`src/rtl/imm_gen_pipe.sv`:
```
// imm_gen_pipe: RISC-V immediate decoder feeding a small in-order output buffer.
// Entries are kept in a shift-register style buffer; slot 0 is always the head,
// so imm/imm_type come straight from flops. Empty slots hold 0/NONE.
module imm_gen_pipe #(
  parameter int XLEN  = 32,
  parameter int DEPTH = 2
) (
  input  logic            clk,
  input  logic            rst_n,
  input  logic            flush,
  input  logic            in_valid,
  output logic            in_ready,
  input  logic [31:0]     inst,
  output logic            out_valid,
  input  logic            out_ready,
  output logic [XLEN-1:0] imm,
  output logic [2:0]      imm_type
);

  localparam int CW = $clog2(DEPTH + 1);

  typedef enum logic [2:0] {
    T_NONE = 3'd0,
    T_I    = 3'd1,
    T_S    = 3'd2,
    T_B    = 3'd3,
    T_U    = 3'd4,
    T_J    = 3'd5,
    T_Z    = 3'd6,
    T_SH   = 3'd7
  } imm_type_e;

  logic [4:0]      opcode;
  logic [2:0]      funct3;
  logic            is_shift;
  imm_type_e       dec_type;
  logic [XLEN-1:0] dec_imm;
  logic [5:0]      shamt;

  logic [CW-1:0]   count_q, count_d;
  logic [XLEN-1:0] imm_q  [DEPTH];
  logic [XLEN-1:0] imm_d  [DEPTH];
  logic [2:0]      type_q [DEPTH];
  logic [2:0]      type_d [DEPTH];

  logic            push, pop;
  logic [CW-1:0]   wr_idx;
  logic            unused_inst_bits;

  assign opcode   = inst[6:2];
  assign funct3   = inst[14:12];
  assign is_shift = (funct3 == 3'b001) || (funct3 == 3'b101);
  // RV32 shifts and the *W shifts only have a 5-bit shamt.
  assign shamt    = ((XLEN == 32) || (opcode == 5'b00110)) ? {1'b0, inst[24:20]} : inst[25:20];
  assign unused_inst_bits = &{1'b0, inst[1:0]};

  // Classify the instruction format from the opcode (and funct3 where it matters).
  always_comb begin
    dec_type = T_NONE;
    case (opcode)
      5'b00000, 5'b11001:  dec_type = T_I;
      5'b00100, 5'b00110:  dec_type = is_shift ? T_SH : T_I;
      5'b11100:            dec_type = funct3[2] ? T_Z : T_I;
      5'b01000:            dec_type = T_S;
      5'b11000:            dec_type = T_B;
      5'b01101, 5'b00101:  dec_type = T_U;
      5'b11011:            dec_type = T_J;
      default:             dec_type = T_NONE;
    endcase
  end

  // Assemble the immediate for the decoded format, sign- or zero-extended to XLEN.
  always_comb begin
    dec_imm = '0;
    case (dec_type)
      T_I:  dec_imm = {{(XLEN-12){inst[31]}}, inst[31:20]};
      T_S:  dec_imm = {{(XLEN-12){inst[31]}}, inst[31:25], inst[11:7]};
      T_B:  dec_imm = {{(XLEN-13){inst[31]}}, inst[31], inst[7], inst[30:25], inst[11:8], 1'b0};
      T_U:  dec_imm = {{(XLEN-31){inst[31]}}, inst[30:12], 12'b0};
      T_J:  dec_imm = {{(XLEN-21){inst[31]}}, inst[31], inst[19:12], inst[20], inst[30:21], 1'b0};
      T_Z:  dec_imm = {{(XLEN-5){1'b0}}, inst[19:15]};
      T_SH: dec_imm = {{(XLEN-6){1'b0}}, shamt};
      default: dec_imm = '0;
    endcase
  end

  // in_ready depends only on registered count, so out_ready never reaches it.
  assign in_ready  = (count_q < CW'(DEPTH));
  assign out_valid = (count_q != '0);
  assign push      = in_valid && in_ready;
  assign pop       = out_valid && out_ready;
  assign wr_idx    = count_q - CW'(pop);
  assign imm       = imm_q[0];
  assign imm_type  = type_q[0];

  // Buffer next state: flush wins; otherwise shift out the head on pop, then append on push.
  always_comb begin
    count_d = count_q;
    imm_d   = imm_q;
    type_d  = type_q;
    if (flush) begin
      count_d = '0;
      for (int i = 0; i < DEPTH; i++) begin
        imm_d[i]  = '0;
        type_d[i] = T_NONE;
      end
    end else begin
      if (pop) begin
        for (int i = 0; i < DEPTH - 1; i++) begin
          imm_d[i]  = imm_q[i+1];
          type_d[i] = type_q[i+1];
        end
        imm_d[DEPTH-1]  = '0;
        type_d[DEPTH-1] = T_NONE;
      end
      if (push) begin
        for (int i = 0; i < DEPTH; i++) begin
          if (CW'(i) == wr_idx) begin
            imm_d[i]  = dec_imm;
            type_d[i] = dec_type;
          end
        end
      end
      count_d = count_q + CW'(push) - CW'(pop);
    end
  end

  // State registers; reset empties the buffer immediately.
  always_ff @(posedge clk or negedge rst_n) begin
    if (!rst_n) begin
      count_q <= '0;
      for (int i = 0; i < DEPTH; i++) begin
        imm_q[i]  <= '0;
        type_q[i] <= T_NONE;
      end
    end else begin
      count_q <= count_d;
      imm_q   <= imm_d;
      type_q  <= type_d;
    end
  end

endmodule

```
`config.mk`:
```
export PLATFORM = sky130hd
export DESIGN_NAME = imm_gen_pipe
export DESIGN_NICKNAME = d
export VERILOG_FILES = /design/src/rtl/imm_gen_pipe.sv
export SDC_FILE = /design/constraint.sdc
export NUM_CORES = 1
export LEC_CHECK = 0
export ABC_AREA = 1
export BUFFER_PORTS_ARGS = -buffer_cell sky130_fd_sc_hd__buf_4
export CAP_MARGIN = 20
export CELL_PAD_IN_SITES_DETAIL_PLACEMENT = 0
export CELL_PAD_IN_SITES_GLOBAL_PLACEMENT = 2
export CORE_AREA = 2 2 120 122
export CTS_CLUSTER_DIAMETER = 150
export DETAILED_ROUTE_END_ITERATION = 12
export DIE_AREA = 0 0 122 124
export GPL_ROUTABILITY_DRIVEN = 0
export PLACE_DENSITY_LB_ADDON = 0.25
export REMOVE_ABC_BUFFERS = 1
export SYNTH_ARGS = -nofsm -noshare
export SYNTH_HDL_FRONTEND = slang
export SYNTH_SLANG_ARGS = --single-unit
```
`constraint.sdc`:
```
create_clock -name clk -period 4.9 [get_ports clk]
set_input_delay 0 -clock clk [delete_from_list [all_inputs] [get_ports clk]]
set_output_delay 0 -clock clk [all_outputs]
set_load 0.005 [all_outputs]
```
==> results.txt <==
Once layout is done, the placed cells without fillers occupy 5580 µm². Detailed routing inserted a total of 4177 vias. Setup repair after global routing left no endpoint under its margin. The kind of capture point of the worst setup path is a register. The cell count after placement is 840. The die area is 15100 µm². The wire length of the first global-routing pass came out at 20800 µm. The floorplan step defined a core boundary enclosing 13700 µm².

The total count of max-transition violations in the final report came out at 0. The fraction of synthesized cell area taken by the top area cell type is 37.9%. The synthesis-to-layout area growth is 17.2%. The starting utilization of the core area is 34.7%. The count of endpoints failing setup in the final report came out at 0. The worst hold slack after final layout is 0.0115 ns. The commonest cells after synthesis are 180 x nand2_1, 103 x inv_1, 72 x dfrtp_1.

The die is 124 µm tall. The starting DRC count in detailed routing came out at 178. The data required time at the worst endpoint came out at 5.18 ns. The path class of the lowest-slack min-delay path is input port to register.

The sequential element share of the synthesized area is 37.9%. The synthesized area per cell came out at 7.24 µm². The number of cells on the worst hold path came out at 5. The total number of H-tree levels came out at 3. The number of placement rows came out at 43. In the post-synthesis netlist, the biggest area contributors are dfrtp_1 38%, nand2_1 14%, inv_1 8.1%.

The worst hold path begins at inst[13]. The worst setup slack after placement is 1.56 ns. The count of flip-flops with a built-in enable after synthesis is 0. In this run the critical register-to-register path is launched from count_q[1]. The pin count of the biggest net entering global routing is 73. The worst setup path is launched from a register. The endpoint identified for the worst register-to-register timing path is imm_q[29]. On the final layout, the worst clock skew is 0.00507 ns. The number of warning messages in the yosys log is 0.

In the synthesized netlist the async set-or-reset flop fraction comes to 100%. The arrival time at the worst endpoint is 3.41 ns. The initial antenna violation count came out at 0. Once detail routing completed, the nets flagged for antenna violations numbered 0. The number of iterations in the first detailed-routing pass is 6. TritonCTS built the clock tree. The portion of the clock cycle consumed by the worst path in the final layout came out at 63.8%. The count of final hold-check violations came out at 0.

The worst hold endpoint is imm[13]. Of the cells placed in the final design, the portion with a size suffix greater than 1 is 20.8%. The depth of the worst register-to-register path came out at 13. The total global routing overflow came out at 0. The critical path class is register to register. The leading area contributor after synthesis is dfrtp_1. The max capacitance violation total came out at 0.

The slew at the pin closest to its max-slew limit came out at 1.00 ns. The maximum achievable frequency is 320 MHz. The flow ran to the end, and the final reports show no timing, DRC or antenna violations. The clock transition time at the flip-flop clock pins of the worst setup and hold paths came out at 0.06 ns.

The reported leakage power came out at 2.99 nW. The cell area after technology mapping came out at 4760 µm². The post-CTS setup buffer count is 0. For flop-to-flop paths, the worst setup slack is 1.77 ns. Counting distinct cell types in the post-synthesis netlist gives 33. The cell count after synthesis came out at 657. The most common cell in the synthesized netlist is nand2_1.

The clock reaches the later pin of the worst-skew pair after 0.34 ns. The number of nets at the end of the flow came out at 728. The clock sink count came out at 72.

Of all nets on the critical path, the largest fanout is 49. The number of global-route vias before repair is 3962. The total inserted antenna cells is 0.

From left edge to right edge, the die measures 122 µm. The time the worst path needs with I/O delays and setup came out at 3.13 ns. The clock root buffer is clkbuf_16. Global routing used 18.2% of the available tracks. The maximum vdd ir drop is 0.000201 V. The worst path meets setup with 1.77 ns of slack. After detailed routing, the number of remaining DRC violations is 0. The routed wire length is 13100 µm. The clock passes through at most 2 buffers. The count of cells in the finished layout, fillers not included, comes to 873. The post-detailed-route via-to-cell ratio came out at 4.78. The count of pins on the block boundary is 74. The average detailed-routed wire length per instance is 14.9 µm. The wire-length estimate of the detail-placed layout is 7580 µm. The post-detailed-placement cell area is 5090 µm².

The count of buffers added on input and output ports is 71. The synthesis-stage register bit count is 72. The relative slew slack is 33.1%. The total CTS buffers came out at 9. The total power density per cell area is 522 nW/µm². For this run, the leading register cell type out of synthesis is dfrtp_1.
==> flip-flops by register name, indices dropped and copies added (netlist names) <==
name / flops
count_q: 2
imm: 32
type_q: 3
imm_q: 32
imm_type: 3
==> through the flow <==
step / setup TNS, ns / utilization, % / total power [mW]
3_5_place_dp: 0 / 37.1 / 2.22
5_1_grt: 0 / 40.6 / 3.16
3_3_place_gp: 0 / 37.1 / 2.21
4_1_cts: 0 / 40.4 / 2.93
6_report: 0 / 40.6 / 2.91
2_1_floorplan: -34.06 / - / 1.69
==> cell type report <==
class | count | area [µm²]
inverter | 112 | 423
fill | 1484 | 8140
clock buffer | 13 | 260
sequential | 72 | 1800
tap | 180 | 225
timing repair buffer | 93 | 758
clock inverter | 3 | 40.0
multi-input combinational | 400 | 2070
==> timing repair <==
action / CTS / global route
hold buffers: 16 / 0
hold endpoints to repair: 94 / 0
setup endpoints to repair: 0 / 0
gates resized for setup: 0 / 0
==> cell families (layout without fill, tap and decap cells) <==
family | after synthesis | in the layout | share of synthesized area, %
adders and majority gates | 3 | 3 | 0.789
buffers and inverters | 185 | 221 | 19.0
muxes | 2 | 2 | 0.421
xor gates and xnor gates | 2 | 2 | 0.368
AOI/OAI and AO/OA | 99 | 99 | 11.2
DFF | 72 | 72 | 37.9
and+or+nand+nor | 294 | 294 | 30.4
==> critical path: stages, from the launching register on <==
cell and delay [ns]:
dfrtp_1 0.37, inv_2 0.06, nand2_1 0.09, nand2_2 0.06
inv_1 0.05, buf_4 0.46, ha_1 0.38, nor3_4 0.18
buf_4 0.46, inv_1 0.40, buf_16 0.27, a21oi_1 0.13
nand2_1 0.07, inv_1 0.06
==> power by group <==
part           switching, mW  internal (mW)  leakage [nW]
sequential             0.115          0.808         0.972
combinational          0.769          0.541          1.87
clock                  0.257          0.421         0.150
total                   1.14           1.77          2.99
==> layer usage <==
| layer | up-vias | GRT usage (%) | part of all wire, % |
|---|---|---|---|
| met5 | - | 0 | 0 |
| met4 | 0 | 6.68 | 1.6 |
| met3 | 15 | 2.75 | 4.9 |
| met2 | 114 | 29.4 | 45 |
| met1 | 1966 | 24.6 | 48 |
| li1 | 2082 | - | - |
==> layout by cell type (no fill, tap or decap), types with 2 or more instances in the layout <==
cell type      instances
nand4_1                4
nor2_2                 3
dlygate4sd3_1         16
ha_1                   3
nand2_1              179
dfrtp_1               72
o21ai_0               31
buf_4                 76
inv_2                  7
inv_1                103
nor2_1                20
a21oi_1               43
clkbuf_8               2
nand2_2                5
nand2_4                4
a211oi_1               2
clkinv_2               2
a31oi_1               21
clkbuf_16              9
nor3_4                 2
nor2_4                 3
nand3_2               24
mux2i_1                2
nand3_1               46
clkbuf_1               2
==> how the worst max path moves through the flow <==
stage                     slack (ns)       start  cells past startpoint     endpoint
after floorplan                -0.82  count_q[1]                     11  imm_type[0]
after global placement          1.59  count_q[1]                     12     imm_q[0]
after detailed placement        1.56  count_q[1]                     12    type_q[0]
after CTS                       1.54  count_q[1]                     12    type_q[0]
after global routing            1.46  count_q[1]                     13    imm_q[22]
final                           1.77  count_q[1]                     13    imm_q[29]
(Power assumes the default switching activity.)
